--- src/rtl/routine_selector.sv ---
// Debounced "next" button picks one of four routine buses for the board pins; every switch blanks the output and pulses RoutineReset.
// RUN output is one register behind the bus. No backpressure. Define AUTO_CYCLE_EN to add Tick-driven auto-advance.
module routine_selector #(
  parameter int DEBOUNCE_CYCLES = 16,
  parameter int BLANK_CYCLES    = 4,
  parameter int DWELL_TICKS     = 64
) (
  input  logic        Clock,
  input  logic        Reset,
  input  logic [46:0] Bus0,
  input  logic [46:0] Bus1,
  input  logic [46:0] Bus2,
  input  logic [46:0] Bus3,
  input  logic        NextBtn,
  input  logic        Tick,
  output logic [17:0] LedOut,
  output logic [27:0] SsdOut,
  output logic [1:0]  RoutineSel,
  output logic        RoutineReset
);

  typedef enum logic {BLANK, RUN} state_t;

  state_t      state;
  logic [7:0]  blankCnt;
  logic        syncA, syncB;
  logic [7:0]  dbCnt;
  logic        dbLevel, dbLevelPrev;
  logic        press, advance;
  logic [45:0] selBus;
  logic        unusedBits;

  // Two-flop synchroniser followed by the counting debouncer.
  always_ff @(posedge Clock) begin
    if (!Reset) begin
      syncA       <= 1'b0;
      syncB       <= 1'b0;
      dbCnt       <= 8'd0;
      dbLevel     <= 1'b0;
      dbLevelPrev <= 1'b0;
    end else begin
      syncA       <= NextBtn;
      syncB       <= syncA;
      dbLevelPrev <= dbLevel;
      if (syncB == dbLevel) begin
        dbCnt <= 8'd0;
      end else if (dbCnt == 8'(DEBOUNCE_CYCLES - 1)) begin
        dbLevel <= syncB;
        dbCnt   <= 8'd0;
      end else begin
        dbCnt <= dbCnt + 8'd1;
      end
    end
  end

  assign press = dbLevel & ~dbLevelPrev;

`ifdef AUTO_CYCLE_EN
  logic [9:0] dwellCnt;
  logic       dwellHit;

  assign dwellHit = (state == RUN) && Tick && (dwellCnt == 10'(DWELL_TICKS - 1));
  assign advance  = press | dwellHit;
  assign unusedBits = ^{Bus0[46], Bus1[46], Bus2[46], Bus3[46]};

  always_ff @(posedge Clock) begin
    if (!Reset) begin
      dwellCnt <= 10'd0;
    end else if (press || dwellHit || state != RUN) begin
      dwellCnt <= 10'd0;
    end else if (Tick) begin
      dwellCnt <= dwellCnt + 10'd1;
    end
  end
`else
  assign advance    = press;
  assign unusedBits = ^{Bus0[46], Bus1[46], Bus2[46], Bus3[46], Tick};
`endif

  always_comb begin
    selBus = Bus0[45:0];
    case (RoutineSel)
      2'd0: selBus = Bus0[45:0];
      2'd1: selBus = Bus1[45:0];
      2'd2: selBus = Bus2[45:0];
      2'd3: selBus = Bus3[45:0];
      default: selBus = Bus0[45:0];
    endcase
  end

  // The bus is loaded on the last BLANK cycle so RUN shows it immediately.
  always_ff @(posedge Clock) begin
    if (!Reset) begin
      state        <= BLANK;
      blankCnt     <= 8'(BLANK_CYCLES);
      RoutineSel   <= 2'd0;
      RoutineReset <= 1'b1;
      LedOut       <= 18'd0;
      SsdOut       <= '1;
    end else begin
      RoutineReset <= 1'b0;
      case (state)
        BLANK: begin
          blankCnt <= blankCnt - 8'd1;
          if (blankCnt == 8'd1) begin
            state  <= RUN;
            LedOut <= selBus[45:28];
            SsdOut <= selBus[27:0];
          end else begin
            LedOut <= 18'd0;
            SsdOut <= '1;
          end
        end
        RUN: begin
          if (advance) begin
            state        <= BLANK;
            blankCnt     <= 8'(BLANK_CYCLES);
            RoutineSel   <= RoutineSel + 2'd1;
            RoutineReset <= 1'b1;
            LedOut       <= 18'd0;
            SsdOut       <= '1;
          end else begin
            LedOut <= selBus[45:28];
            SsdOut <= selBus[27:0];
          end
        end
        default: begin
          state    <= BLANK;
          blankCnt <= 8'(BLANK_CYCLES);
        end
      endcase
    end
  end

endmodule

--- config.mk ---
export PLATFORM = sky130hd
export DESIGN_NAME = routine_selector
export DESIGN_NICKNAME = d
export VERILOG_FILES = /design/src/rtl/routine_selector.sv
export SDC_FILE = /design/constraint.sdc
export NUM_CORES = 1
export LEC_CHECK = 0
export BUFFER_PORTS_ARGS = -buffer_cell sky130_fd_sc_hd__buf_2
export CORE_MARGIN = 2
export CORE_UTILIZATION = 25
export DETAILED_ROUTE_END_ITERATION = 10
export GPL_TIMING_DRIVEN = 0
export PLACE_DENSITY = 0.58
export RECOVER_POWER = 25
export REMOVE_ABC_BUFFERS = 1
export SKIP_CTS_REPAIR_TIMING = 1
export SLEW_MARGIN = 20
export SYNTH_ARGS = -nofsm -noshare
export SYNTH_HDL_FRONTEND = slang
export SYNTH_SLANG_ARGS = --single-unit
--- constraint.sdc ---
create_clock -name Clock -period 1.5 [get_ports Clock]
set_input_delay 0.225 -clock Clock [delete_from_list [all_inputs] [get_ports Clock]]
set_output_delay 0.225 -clock Clock [all_outputs]
set_load 0.005 [all_outputs]
==> impl_metrics.json <==
{
  "clk_latency_ns": 0.33,
  "antenna_found_initial": 1,
  "synth-seq-cells": 70,
  "antenna_left": 0,
  "timing.fmax_ghz": 0.547,
  "detail_route.wl_per_cell_um": 15.4,
  "synth_cell_types": 31,
  "start_util_pct": 25.7,
  "crit_end": "SsdOut[8]",
  "reg2reg_slack_ns": -0.33,
  "cts_max_level": 3,
  "startpoint_type": "flip-flop",
  "worst_clock_skew_ns": 0.00893,
  "post-dp-hpwl_mm": 8.74,
  "synth_edf_count": 0,
  "cp.required_ns": 1.70,
  "gp_congestion": 0.917,
  "portBuffers": 235,
  "rsz0062_at_grt": "true",
  "grt_overflow_total": 0,
  "synthArstFlopShare_pct": 0,
  "die_width_um": 121,
  "synth_area_um2": 3400,
  "num_rows": 42,
  "clockBufferDepth": 2,
  "yosys_warnings": 0,
  "max_cap_violations": 0,
  "cts-root-buf": "clkbuf_16",
  "vias": 3895,
  "ioPinCount": 241,
  "layout-drive-gt1-share_pct": 52.4,
  "pre_cts_slack_ns": -0.473,
  "cp-startpoint": "blankCnt[5]",
  "synth-simple-area-share_pct": 15.7,
  "peakVddDrop_v": 0.000485,
  "fin_util_pct": 40.8,
  "syn_inst": 372,
  "tritoncts": "done",
  "firstDrtPassIters": 8,
  "status": "complete, but fails checks",
  "hold_class": "in2reg",
  "synth_top_family_by_area": "compound AO/OA/AOI/OAI gates",
  "track_usage_pct": 15.2,
  "reg2reg_to": "SsdOut[8]",
  "grt_pass1_wl_mm": 17.9,
  "finalWirelength_mm": 12.2,
  "dieArea_um2": 14600,
  "powerDensity_nw_per_um2": 1010,
  "yosys.area_share.adder_pct": 2.57,
  "r2r_cells": 5,
  "die_h_um": 121,
  "slew_headroom_pct": 76.2,
  "fin_crit_sh_pct": 122,
  "arrival_ns": 2.03,
  "numCtsBuffers": 9,
  "clock_sinks": 70,
  "routed_via_density": 4.92,
  "core_area_um2": 13200,
  "clk_pin_slew_ns": 0.06,
  "drt-initial-drc-count": 392,
  "synth-seq-area-share_pct": 41.2,
  "path_max_fanout": 14,
  "critical_path_class": "reg2reg",
  "synth_ff_type": "dfxtp_1",
  "muxShareOfSynthArea_pct": 9.56,
  "setup.worst_path.end_class": "flip-flop",
  "violations": "setup timing",
  "grt_pass1_vias": 3795,
  "reg2reg_from": "blankCnt[5]",
  "fin_ws_ns": -0.329,
  "synth_compound_area_share_pct": 20.3,
  "syn_avg_cell_area_um2": 9.15,
  "maxSlewViolCount": 0,
  "synth_xor_area_share_pct": 1.54,
  "worstMarginPinSlew_ns": 0.357,
  "setup_viol": 49,
  "final_nets": 809,
  "p_leak_uw": 0.00254,
  "diodes": 0,
  "grt_max_degree": 65,
  "areaGrowthSynthToFinish_pct": 58.6,
  "drc": 0,
  "period_needed_ns": 1.83,
  "nFillCells": 1344,
  "final_hold_viol_count": 0
}
==> power breakdown <==
part	internal [uW]	switching [uW]	total, uW
combinational	561	474	1030
sequential	2020	94.6	2110
clock	1460	821	2280
==> through the flow <==
step           cell area [um^2]  power [uW]  setup TNS [ns]  instances  hold slack [ns]
2_1_floorplan              3240        2550          -37.28        339            0.347
3_3_place_gp               4640        2980          -74.85        750            0.424
3_5_place_dp               4800        3070          -18.36        757            0.424
4_1_cts                    5120        5400          -19.21        773           0.0831
5_1_grt                    5400        5710          -14.99        791           0.0882
6_report                   5400        5430          -11.93        791            0.102
==> cell usage after synthesis, types with 2 or more instances <==
| cell type | count | area, um^2 |
|---|---|---|
| and2_1 | 5 | 31.3 |
| nand3_1 | 34 | 170 |
| or2_2 | 2 | 12.5 |
| a21oi_1 | 10 | 50.1 |
| nand2_1 | 19 | 71.3 |
| o21ai_0 | 23 | 115 |
| ha_1 | 7 | 87.6 |
| or3_1 | 7 | 43.8 |
| buf_4 | 2 | 15.0 |
| or4_1 | 3 | 22.5 |
| inv_1 | 40 | 150 |
| dfxtp_1 | 70 | 1400 |
| xnor2_1 | 2 | 17.5 |
| buf_1 | 6 | 22.5 |
| o211ai_1 | 4 | 30.0 |
| a222oi_1 | 46 | 460 |
| clkbuf_1 | 21 | 78.8 |
| and3_1 | 18 | 113 |
| nor2_1 | 10 | 37.5 |
| buf_6 | 2 | 22.5 |
| xor2_1 | 4 | 35.0 |
| mux2_2 | 28 | 315 |
==> cell families (layout without fill, tap and decap cells) <==
| kind of cell | Yosys count | count (layout) |
|---|---|---|
| and+or+nand+nor | 102 | 102 |
| AOI/OAI and AO/OA | 85 | 85 |
| buffers and inverters | 73 | 316 |
| DFF | 70 | 70 |
| muxes | 29 | 29 |
| adders and majority gates | 7 | 7 |
| xor gates and xnor gates | 6 | 6 |
==> per-layer routing <==
metal / vias up / GRT usage (%) / wire length [um]
met4: 0 / 4.65 / 129
met2: 186 / 27.8 / 6120
li1: 1870 / - / -
met1: 1825 / 17.2 / 4980
met3: 14 / 4.10 / 957
met5: - / 0 / 0
==> worst min-delay path by stage <==
stage	start	endpoint	slack (ns)	depth (start not counted)
6_report	NextBtn	syncA	0.10	2
5_1_grt	NextBtn	syncA	0.09	2
4_1_cts	NextBtn	syncA	0.08	2
3_5_place_dp	syncA	syncB	0.42	1
3_3_place_gp	syncA	syncB	0.42	1
2_1_floorplan	Reset	syncA	0.35	1
==> state kept, by name, summed over array words and instances (netlist names) <==
| register | count |
|---|---|
| state | 1 |
| SsdOut | 28 |
| RoutineSel | 2 |
| dbLevel | 1 |
| dbLevelPrev | 1 |
| blankCnt | 8 |
| dbCnt | 8 |
| syncA | 1 |
| LedOut | 18 |
| syncB | 1 |
| RoutineReset | 1 |
==> cell type report <==
cell class / count / area [um^2] / share of cell area (%)
Clock buffer: 9 / 225 / 4.17
Inverter: 40 / 153 / 2.83
Tap cell: 176 / 220 / 4.08
Clock inverter: 7 / 97.6 / 1.81
Multi-Input combinational cell: 229 / 1780 / 32.9
Timing Repair Buffer: 260 / 1510 / 28.0
Sequential cell: 70 / 1420 / 26.2
==> critical path: stages (launching register included) <==
cell and delay, ns:
dfxtp_2 0.33, or4_4 0.56, o41ai_4 0.31, buf_6 0.20
buf_6 0.18, nand3_1 0.11
==> cells in the final DEF, fill, tap and decap left out, types with 3 or more instances in the layout <==
master     synthesis  final
and2_1             5      4
nor2_1            10     10
buf_2              0    226
buf_16             0      4
clkbuf_1          21      9
o21ai_0           23     23
a222oi_1          46     46
xor2_1             4      4
or4_4              1      3
dfxtp_2            0      5
and3_1            18     18
dfxtp_1           70     63
nand2_1           19     19
o211ai_1           4      4
inv_1             40     37
ha_4               0      4
buf_12             0      4
buf_4              2     12
mux2_2            28     27
nand3_1           34     33
or3_1              7      7
buf_6              2      3
a21oi_1           10      8
clkbuf_16          0      9
No activity file was read; power rests on OpenSTA's default activity.
